File: config.mk
export PLATFORM = sky130hd
export DESIGN_NAME = inst_decode
export DESIGN_NICKNAME = d
export VERILOG_FILES = /design/src/rtl/inst_decode.sv
export SDC_FILE = /design/constraint.sdc
export NUM_CORES = 1
export LEC_CHECK = 0
export BUFFER_PORTS_ARGS = -buffer_cell sky130_fd_sc_hd__buf_4
export CAP_MARGIN = 20
export CORE_MARGIN = 3
export CORE_UTILIZATION = 35
export CTS_CLUSTER_SIZE = 40
export DETAILED_ROUTE_END_ITERATION = 10
export GPL_TIMING_DRIVEN = 0
export PLACE_DENSITY = 0.58
export SETUP_SLACK_MARGIN = 0.02
export SLEW_MARGIN = 5
export SYNTH_ARGS = -nofsm -noshare
export SYNTH_HDL_FRONTEND = slang
export SYNTH_SLANG_ARGS = --single-unit
File: constraint.sdc
create_clock -name CLK -period 2.6 [get_ports CLK]
set_input_delay 0.52 -clock CLK [delete_from_list [all_inputs] [get_ports CLK]]
set_output_delay 0.52 -clock CLK [all_outputs]
set_load 0.01 [all_outputs]
File: src/rtl/inst_decode.sv
// RV32I decode stage: field/immediate extraction, register-use flags, load-use hazard detection.
// Latency 1 cycle; STALL freezes all D_* outputs, HAZARD requests fetch to hold and inserts one bubble.
module inst_decode (
  input  logic        CLK,
  input  logic        RST,
  input  logic        STALL,
  input  logic        FLUSH,
  input  logic [31:0] I_PC,
  input  logic        I_VALID,
  input  logic [31:0] I_INST,
  output logic        HAZARD,
  output logic        D_VALID,
  output logic [31:0] D_PC,
  output logic [6:0]  D_OPCODE,
  output logic [4:0]  D_RD,
  output logic [4:0]  D_RS1,
  output logic [4:0]  D_RS2,
  output logic [2:0]  D_FUNCT3,
  output logic [6:0]  D_FUNCT7,
  output logic [31:0] D_IMM,
  output logic        D_USE_RS1,
  output logic        D_USE_RS2,
  output logic        D_ILLEGAL
);

  localparam logic [6:0] OP_LUI    = 7'b0110111;
  localparam logic [6:0] OP_AUIPC  = 7'b0010111;
  localparam logic [6:0] OP_JAL    = 7'b1101111;
  localparam logic [6:0] OP_JALR   = 7'b1100111;
  localparam logic [6:0] OP_BRANCH = 7'b1100011;
  localparam logic [6:0] OP_LOAD   = 7'b0000011;
  localparam logic [6:0] OP_STORE  = 7'b0100011;
  localparam logic [6:0] OP_OPIMM  = 7'b0010011;
  localparam logic [6:0] OP_OP     = 7'b0110011;
  localparam logic [6:0] OP_MISC   = 7'b0001111;
  localparam logic [6:0] OP_SYSTEM = 7'b1110011;

  typedef struct packed {
    logic [6:0]  opcode;
    logic [4:0]  rd;
    logic [4:0]  rs1;
    logic [4:0]  rs2;
    logic [2:0]  funct3;
    logic [6:0]  funct7;
    logic [31:0] imm;
    logic        use_rs1;
    logic        use_rs2;
    logic        illegal;
  } dec_t;

  dec_t        dec;
  dec_t        d_q;
  logic [31:0] imm_i, imm_s, imm_b, imm_u, imm_j;
  logic        load_pending;
  logic        reads_load_rd;

  assign imm_i = {{20{I_INST[31]}}, I_INST[31:20]};
  assign imm_s = {{20{I_INST[31]}}, I_INST[31:25], I_INST[11:7]};
  assign imm_b = {{19{I_INST[31]}}, I_INST[31], I_INST[7], I_INST[30:25], I_INST[11:8], 1'b0};
  assign imm_u = {I_INST[31:12], 12'h000};
  assign imm_j = {{11{I_INST[31]}}, I_INST[31], I_INST[19:12], I_INST[20], I_INST[30:21], 1'b0};

  always_comb begin
    dec         = '0;
    dec.opcode  = I_INST[6:0];
    dec.rd      = I_INST[11:7];
    dec.rs1     = I_INST[19:15];
    dec.rs2     = I_INST[24:20];
    dec.funct3  = I_INST[14:12];
    dec.funct7  = I_INST[31:25];
    case (I_INST[6:0])
      OP_LUI, OP_AUIPC: dec.imm = imm_u;
      OP_JAL:           dec.imm = imm_j;
      OP_JALR, OP_LOAD, OP_OPIMM: begin
        dec.imm     = imm_i;
        dec.use_rs1 = 1'b1;
      end
      OP_BRANCH: begin
        dec.imm     = imm_b;
        dec.use_rs1 = 1'b1;
        dec.use_rs2 = 1'b1;
        dec.rd      = 5'd0;
      end
      OP_STORE: begin
        dec.imm     = imm_s;
        dec.use_rs1 = 1'b1;
        dec.use_rs2 = 1'b1;
        dec.rd      = 5'd0;
      end
      OP_OP: begin
        dec.use_rs1 = 1'b1;
        dec.use_rs2 = 1'b1;
      end
      OP_MISC: begin
        dec.imm = imm_i;
        dec.rd  = 5'd0;
      end
      OP_SYSTEM: dec.imm = imm_i;
      // Every listed opcode ends in 2'b11, so this also catches compressed encodings.
      default: begin
        dec.illegal = 1'b1;
        dec.rd      = 5'd0;
      end
    endcase
  end

  // Independent of STALL: a held load keeps requesting the hold, but the bubble only lands once STALL drops.
  assign load_pending  = D_VALID && (D_OPCODE == OP_LOAD) && (D_RD != 5'd0);
  assign reads_load_rd = (dec.use_rs1 && (dec.rs1 == D_RD)) || (dec.use_rs2 && (dec.rs2 == D_RD));
  assign HAZARD        = load_pending && I_VALID && !FLUSH && reads_load_rd;

  always_ff @(posedge CLK) begin
    if (RST) begin
      D_VALID <= 1'b0;
      D_PC    <= '0;
      d_q     <= '0;
    end else if (FLUSH) begin
      D_VALID <= 1'b0;
    end else if (!STALL) begin
      if (HAZARD) begin
        D_VALID <= 1'b0;
      end else begin
        D_VALID <= I_VALID;
        D_PC    <= I_PC;
        d_q     <= dec;
      end
    end
  end

  assign D_OPCODE  = d_q.opcode;
  assign D_RD      = d_q.rd;
  assign D_RS1     = d_q.rs1;
  assign D_RS2     = d_q.rs2;
  assign D_FUNCT3  = d_q.funct3;
  assign D_FUNCT7  = d_q.funct7;
  assign D_IMM     = d_q.imm;
  assign D_USE_RS1 = d_q.use_rs1;
  assign D_USE_RS2 = d_q.use_rs2;
  assign D_ILLEGAL = d_q.illegal;

endmodule

==> results of run 1 <==
logic make-up after synthesis:
| logic type | count (synthesis) | share of synthesized area [%] |
|---|---|---|
| compound gates | 214 | 27.8 |
| xor+xnor | 11 | 2.17 |
| buf+inv | 57 | 5.83 |
| flops | 100 | 45.0 |
| mux | 8 | 1.80 |
| simple gates | 149 | 17.4 |
area by class of cell:
type | instances | share of cell area (%)
multi-input combinational | 382 | 35.3
sequential | 100 | 32.1
clock buffer | 11 | 4.05
buffer | 55 | 4.03
clock inverter | 4 | 0.782
timing repair buffer | 168 | 20.2
inverter | 2 | 0.120
tap | 168 | 3.37
sequential cells by signal, summed over array words and instances, names as in the netlist:
register,cells
D_PC,32
D_USE_RS2,1
D_VALID,1
D_RD,5
D_RS2,5
D_IMM,32
D_RS1,5
D_FUNCT7,7
D_FUNCT3,3
D_USE_RS1,1
D_OPCODE,7
D_ILLEGAL,1
power by group:
group / internal [mW] / switching (mW)
sequential: 1.60 / 0.0372
combinational: 0.237 / 0.272
clock: 0.791 / 0.572
total: 2.63 / 0.882
worst register-to-register path, stage by stage (launching register included):
cell	delay, ns
dfxtp_1	0.37
or4_1	0.53
nor2_1	0.24
nor4_2	0.11
o21ai_2	0.08
buf_1	0.43
a21oi_1	0.14
a311oi_1	0.26
metal layers:
layer / GRT usage, % / share of wire, % / wire (um)
met4: 6.81 / 1.6 / 254
met5: 0 / 0 / 0
met3: 6.94 / 7.4 / 1150
met1: 27.2 / 44 / 6790
met2: 34.7 / 47 / 7390
stage by stage:
stage	util [%]	setup slack [ns]
floorplan	-	0.424
global placement	48.5	-0.0478
detailed placement	48.5	-0.0656
CTS	51.0	0.115
global route	51.1	0.0299
finish	51.1	0.145
synthesized netlist by cell type (all sizes together) (7+ instances only):
cell type and count:
a211oi 14, o21ai 74, buf 29, mux2i 8, a21oi 97, nand2 32, a311oi 12, nand2b 8
clkbuf 26, nand3 62, dfxtp 100, nor2 8, nor3 7
how the worst max path moves through the flow:
stage                          from  slack (ns)  depth (start not counted)   endpoint
after floorplan           I_INST[6]        0.42                          5     HAZARD
after global placement    I_INST[3]       -0.05                          9  D_IMM[14]
after detailed placement  I_INST[3]       -0.07                          8  D_IMM[30]
after CTS                 I_INST[4]        0.11                          7     HAZARD
after global routing        D_RD[0]        0.03                          5     HAZARD
final                     I_INST[4]        0.15                          7     HAZARD
timing repair:
action,4_1_cts,5_1_grt
resized for setup,2,2
buffers inserted,0,0
setup endpoints to repair,1,1
hold buffers,0,0
==> results.yml, run 1 <==
run_status:
  status: "complete, no violations"
power:
  peakVddDrop_mv: 0.414
  cellPowerDensity_mw_per_mm2: 563
  fin_total_pwr_mw: 3.51
  leakagePower_nw: 2.46
clock_tree:
  clk_path_buf_depth: 2
  clk_latency_ns: 0.35
  clkSinkCount: 100
  cts_tree: "yes"
  clkTransAtPathRegs_ns: 0.06
  cts-buffers-inserted: 9
  root_buffer: "clkbuf_16"
  htreeDepth: 3
worst_setup_path:
  crit_path_end_kind: "primary output"
  slowest_stage: "or3_4"
  reg2reg_slack_ns: 0.36
  path_class: "input port to primary output"
  cp_num_buf_inv: 2
  r2r_cells: 7
  arrival_ns: 1.93
  startpoint_type: "input port"
  path_max_fanout: 5
  critPathMostFrequentCell: "buf_4"
  critPathTopFamily: "simple AND/OR/NAND/NOR gates"
  critical-path-max-stage-delay_ns: 0.35
  path_cells: "buf_4 -> nor2b_2 -> a21oi_1 -> or3_4 -> nor4_2 -> o21a_1 -> buf_4"
  rr_startpoint: "D_RD[2]"
  r2r-end: "D_IMM[30]"
  cp.required_ns: 2.08
global_routing:
  grt_max_degree: 16
  grt_pass1_vias: 4600
  track_usage_pct: 21.5
  grt_antenna_before_repair: 0
  gr-total-overflow: 0
  grt_pass1_wl_um: 24400
floorplanning:
  die_w_um: 119
  die-area_mm2: 0.0141
  fp-row-count: 40
  initial_core_util_pct: 36.4
  die_h_um: 119
  ioPinCount: 170
  coreArea_mm2: 0.0122
drt:
  routedWlPerCell_um: 17.5
  vias: 4761
  viasPerCell: 5.35
  drc: 0
  firstDrtPassIters: 5
  drt-total-wl_um: 15600
  ant_nets: 0
  first_iter_violations: 290
cells_and_area:
  most-common-layout-cells: "170 x buf_4, 100 x dfxtp_1, 97 x a21oi_1"
  fin_nets: 787
  seqCellArea_mm2: 0.00200
  n_antenna_cell: 0
  multi_input_area_mm2: 0.00220
  design_area_mm2: 0.00624
  drive_above_1_share_pct: 30.3
  fillers: 1227
  layout_commonest_cell: "buf_4"
  stdcell_count: 890
  area_growth_pct: 40.3
placed_design:
  dp.cells: 875
  dp_hpwl_um: 11600
  place_congestion: 0.899
  placed_area_mm2: 0.00592
  portBuffers: 168
timing:
  hold_viol: 0
  max_freq_ghz: 0.407
  setup_tns_ns: 0
  worst_pin_slew_ns: 0.718
  setup-violations-final: 0
  drv_slew: 0
  rsz0062_at_grt: "no"
  period_share_pct: 94.4
  fin_skew_ns: 0.00525
  maxSlewHeadroom_pct: 51.8
  period_needed_ns: 2.45
  finalHoldWorstSlack_ns: 0.354
synth:
  postSynthAreaPerCell_um2: 8.25
  synth_top_area_cell: "dfxtp_1"
  ys_seq_area_share_pct: 45.0
  async_reset_ff_share_pct: 0
  ys_types: 50
  synth_top_area_share_pct: 45.0
  synth-edff-count: 0
  ys_ff_latch: 100
  synthFlopType: "dfxtp_1"
  synthCells: 539
  ys_warn_count: 0
  syn_area_mm2: 0.00445
  syn_nets: 608
  synthTopCellsByArea: "dfxtp_1 45%, a21oi_1 11%, o21ai_0 8.2%, nand3_1 7.0%, nand2_1 2.6%"
hold_path:
  holdPathEnd: "D_VALID"
  hold_depth: 2
  hp-class: "input port to register"
  min_from: "FLUSH"
job:
  maxCapViolCount: 0
No activity file was read; power rests on OpenSTA's default activity.
==> run 2, diff against run 1 <==
CORE_MARGIN = 4   (was 3)
CORE_UTILIZATION = 30   (was 35)
PLACE_DENSITY = 0.51   (was 0.58)
==> run 2 against run 1 <==
Effect of this change: critical path type unchanged; count of clock-buffer cells in the layout is 1 lower; hold slack worse by 0.0013 ns; sequential power barely moved; power up 1.3%.
==> results.yml, run 2 (same netlist as run 1, synthesis figures left out) <==
timing:
  setup-violations-final: 0
  worst_pin_slew_ns: 0.794
  max_freq_ghz: 0.403
  fin_skew_ns: 0.00902
  hold_viol: 0
  drv_slew: 0
  maxSlewHeadroom_pct: 46.6
  rsz0062_at_grt: "no"
  period_needed_ns: 2.48
  finalHoldWorstSlack_ns: 0.353
  setup_tns_ns: 0
  period_share_pct: 95.3
worst_setup_path:
  path_class: "input port to primary output"
  crit_end: "HAZARD"
  path_cells: "buf_4 -> nand2b_1 -> a2111oi_2 -> and4_1 -> o21a_1 -> buf_4"
  cp_num_cells: 6
  crit_path_end_kind: "primary output"
  critPathMostFrequentCell: "buf_4"
  startpoint_type: "input port"
  slowest_stage: "a2111oi_2"
  path_max_fanout: 4
  r2r_cells: 7
  critical-path-max-stage-delay_ns: 0.47
  arrival_ns: 1.96
  cp.required_ns: 2.08
  critPathTopFamily: "compound AO/OA/AOI/OAI gates"
  reg2reg_slack_ns: 0.29
  rr_startpoint: "D_RD[2]"
  startpoint: "I_INST[3]"
  cp_num_buf_inv: 2
  r2r-end: "D_IMM[28]"
cells_and_area:
  most-common-layout-cells: "170 x buf_4, 100 x dfxtp_1, 97 x a21oi_1"
  design_area_mm2: 0.00626
  n_antenna_cell: 0
  area_growth_pct: 40.9
  fin_util_pct: 43.1
  layout_commonest_cell: "buf_4"
  drive_above_1_share_pct: 30.3
  fin_nets: 787
drt:
  routedWlPerCell_um: 18.1
  met3_length_um: 1250
  vias: 4732
  wirelength_met1_um: 7090
  drt-total-wl_um: 16400
  highest_layer: "met4"
  drc: 0
  ant_nets: 0
  firstDrtPassIters: 4
  viasPerCell: 5.22
  dr_wl_met2_um: 7770
  first_iter_violations: 286
placed_design:
  place_congestion: 0.833
  portBuffers: 168
  dp_hpwl_um: 12300
  placed_area_mm2: 0.00594
floorplanning:
  fp-row-count: 44
  initial_core_util_pct: 30.6
  die-area_mm2: 0.0168
  coreArea_mm2: 0.0145
  die_w_um: 130
  ioPinCount: 170
  die_h_um: 130
clock_tree:
  clk_path_buf_depth: 2
  htreeDepth: 3
  cts_tree: "yes"
  root_buffer: "clkbuf_16"
  clkTransAtPathRegs_ns: 0.07
  cts-buffers-inserted: 9
  post-cts-setup-buffer-count: 0
  clk_latency_ns: 0.35
  clkSinkCount: 100
  holdBufCountCts: 0
global_routing:
  grt_pass1_vias: 4477
  track_usage_pct: 18.8
  gr-total-overflow: 0
  grt_pass1_wl_um: 24600
  grt_max_degree: 18
  grt_antenna_before_repair: 0
run_status:
  status: "complete, no violations"
power:
  peakVddDrop_mv: 0.260
  leakagePower_nw: 2.47
  fin_total_pwr_mw: 3.55
  cellPowerDensity_mw_per_mm2: 567
job:
  maxCapViolCount: 0
hold_path:
  hold_depth: 2
  hp-class: "input port to register"
run 2: cell count changes in the layout (fill, tap and decap cells not counted), sizes merged:
cell / delta
clkbuf: -1
clkinv: -1
inv: +3
run 2: what timing repair did:
action / in CTS / in global routing
endpoints found under the setup margin: 1 / 1
pin swaps: 0 / 1
resized for setup: 2 / 2
run 2: per-layer routing:
| layer | track usage, % | up-vias |
|---|---|---|
| met5 | 0 | - |
| met4 | 5.93 | 0 |
| met3 | 5.73 | 21 |
| met2 | 30.1 | 141 |
| met1 | 24.2 | 2246 |
| li1 | - | 2324 |
run 2: metrics by stage:
stage,setup WS [ns],std cells
after detailed placement,-0.158,891
after global routing,0.0652,907
after CTS,0.0776,907
final,0.121,907
after global placement,-0.127,891
after floorplan,0.424,539
run 2: worst min path at each step:
stage,from,endpoint
2_1_floorplan,D_ILLEGAL,D_ILLEGAL
3_3_place_gp,D_PC[0],D_PC[0]
3_5_place_dp,D_PC[21],D_PC[21]
4_1_cts,FLUSH,D_VALID
5_1_grt,FLUSH,D_VALID
6_report,FLUSH,D_VALID
run 2: worst reg2reg max path, cell delays in order, from the launching register on:
cell	delay [ns]
dfxtp_1	0.37
or4_1	0.53
nor2_1	0.25
nor4_2	0.12
o21ai_2	0.09
buf_1	0.45
a21oi_1	0.14
a311oi_1	0.28
run 2: final cells by class:
cell class                      count  area, um2
Fill cell                        1517       8270
Inverter                            2       7.51
Tap cell                          184        230
Clock inverter                      6       70.1
Multi-Input combinational cell    382       2200
Timing Repair Buffer              168       1260
Buffer                             55        251
Clock buffer                       10        239
Sequential cell                   100       2000
run 2: power breakdown:
part / leakage [nW] / internal (mW) / total (mW) / switching [mW]
sequential: 0.817 / 1.60 / 1.64 / 0.0378
combinational: 1.50 / 0.237 / 0.512 / 0.275
clock: 0.154 / 0.784 / 1.41 / 0.622
total: 2.47 / 2.62 / 3.55 / 0.934
==> run 3, diff against run 2 <==
--- a/config.mk
+++ b/config.mk
@@ -11,2 +11,3 @@
 export CORE_UTILIZATION = 30
+export CTS_BUF_LIST = sky130_fd_sc_hd__clkbuf_8
 export CTS_CLUSTER_SIZE = 40
==> constraint.sdc (replaced) <==
create_clock -name CLK -period 2.6 [get_ports CLK]
set_input_delay 0.26 -clock CLK [delete_from_list [all_inputs] [get_ports CLK]]
set_output_delay 0.26 -clock CLK [all_outputs]
set_load 0.01 [all_outputs]
==> run 3 against run 2 <==
Effect of this change: cell count stayed put; fmax up 10%; critical path type is now register to register; sequential power hardly changed; final area down 1.9%; core utilization shrank 0.83 points; combinational power about the same; worst setup slack improved by 0.23 ns; largest cell class unchanged; non-clock buffer count is the same; wire length is 0.44% higher.
==> results.yml, run 3 (same netlist as run 1, synthesis figures left out) <==
run_status:
  status: "complete, no violations"
placed_design:
  dp.cells: 891
  portBuffers: 168
  place_congestion: 0.833
  dp_slack_ns: 0.102
  dp_hpwl_um: 12300
drt:
  drc: 0
  ant_nets: 0
  dr_wl_met2_um: 7710
  highest_layer: "met4"
  wirelength_met1_um: 7150
  drt-total-wl_um: 16500
  vias: 4735
  firstDrtPassIters: 4
  first_iter_violations: 259
  viasPerCell: 5.22
  met3_length_um: 1170
  routedWlPerCell_um: 18.2
job:
  maxCapViolCount: 0
clock_tree:
  cts_tree: "yes"
  holdBufCountCts: 0
  clk_latency_ns: 0.38
  clkSinkCount: 100
  cts-buffers-inserted: 9
  htreeDepth: 3
  clk_path_buf_depth: 2
  clkTransAtPathRegs_ns: 0.10
  post-cts-setup-buffer-count: 0
  root_buffer: "clkbuf_8"
  cts_resized: 0
cells_and_area:
  stdcell_count: 907
  fin_nets: 787
  drive_above_1_share_pct: 29.9
  most-common-layout-cells: "170 x buf_4, 100 x dfxtp_1, 97 x a21oi_1"
  layout_commonest_cell: "buf_4"
  n_antenna_cell: 0
  area_growth_pct: 38.2
  fin_util_pct: 42.3
floorplanning:
  die_h_um: 130
  die-area_mm2: 0.0168
  initial_core_util_pct: 30.6
  fp-row-count: 44
  die_w_um: 130
  ioPinCount: 170
  coreArea_mm2: 0.0145
global_routing:
  gr-total-overflow: 0
  grt_pass1_vias: 4474
  grt_antenna_before_repair: 0
  grt_max_degree: 18
  grt_pass1_wl_um: 24600
  track_usage_pct: 18.8
timing:
  max_freq_ghz: 0.445
  setup-violations-final: 0
  period_share_pct: 86.5
  fin_skew_ns: 0.00921
  worst_pin_slew_ns: 0.787
  setup_tns_ns: 0
  rsz0062_at_grt: "no"
  maxSlewHeadroom_pct: 47.1
  period_needed_ns: 2.25
  hold_viol: 0
  drv_slew: 0
  layout_setup_ws_ns: 0.352
power:
  cellPowerDensity_mw_per_mm2: 524
  fin_total_pwr_mw: 3.22
  leakagePower_nw: 2.41
  peakVddDrop_mv: 0.222
worst_setup_path:
  startpoint_type: "register"
  cp.required_ns: 2.89
  arrival_ns: 2.54
  path_class: "register to register"
  critPathTopFamily: "simple AND/OR/NAND/NOR gates"
  critical-path-max-stage-delay_ns: 0.53
  crit_path_end_kind: "register"
  path_cells: "or4_1 -> nor2_1 -> nor4_2 -> o21ai_2 -> buf_1 -> a21oi_1 -> a311oi_1"
  cp_num_buf_inv: 1
  path_max_fanout: 10
  slowest_stage: "or4_1"
hold_path:
  hp-class: "input port to register"
[run 3: changes by cell type in the layout (fill, tap and decap cells not counted)]
cell / change
nor2b_4: -1
a2111oi_1: +1
a2111oi_2: -1
clkbuf_16: -9
nor2b_1: +1
nor4_2: -1
nor4_1: +1
clkbuf_8: +9
[run 3: worst register-to-register path, stage by stage (launching register included)]
cell and delay [ns]:
dfxtp_1 0.38, or4_1 0.53, nor2_1 0.21, nor4_2 0.11, o21ai_2 0.08, buf_1 0.44, a21oi_1 0.14, a311oi_1 0.28
[run 3: per-stage QoR]
stage / instance area, um2 / hold WS, ns
after CTS: 6140 / 0.0328
after global placement: 5940 / 0.450
after global routing: 6140 / 0.0406
after detailed placement: 5940 / 0.458
after floorplan: 4450 / 0.339
final: 6140 / 0.0491
[run 3: path summary, 6_finish.rpt]
kind                               start        end  slack (ns)  depth (start not counted)
worst min-delay path               FLUSH    D_VALID        0.05                          2
worst min register to register  D_PC[18]   D_PC[18]        0.48                          2
worst max-delay path             D_RD[2]  D_IMM[28]        0.35                          7
worst max register to register   D_RD[2]  D_IMM[28]        0.35                          7
[run 3: final cells by class]
cell class | instances | area [um2]
Buffer | 55 | 251
Clock buffer | 10 | 138
Clock inverter | 6 | 70.1
Fill cell | 1536 | 8390
Inverter | 2 | 7.51
Multi-Input combinational cell | 382 | 2180
Sequential cell | 100 | 2000
Tap cell | 184 | 230
Timing Repair Buffer | 168 | 1260
[run 3: power by group]
group          internal, mW  leakage, nW  switching (mW)
registers              1.60        0.817          0.0377
logic                 0.236         1.49           0.274
clock network         0.482        0.108           0.594
total                  2.32         2.41           0.906
[run 3: layer usage]
metal,up-vias,global-route usage (%)
met4,0,7.82
met5,-,0
li1,2321,-
met2,142,29.8
met1,2243,24.3
met3,29,5.03
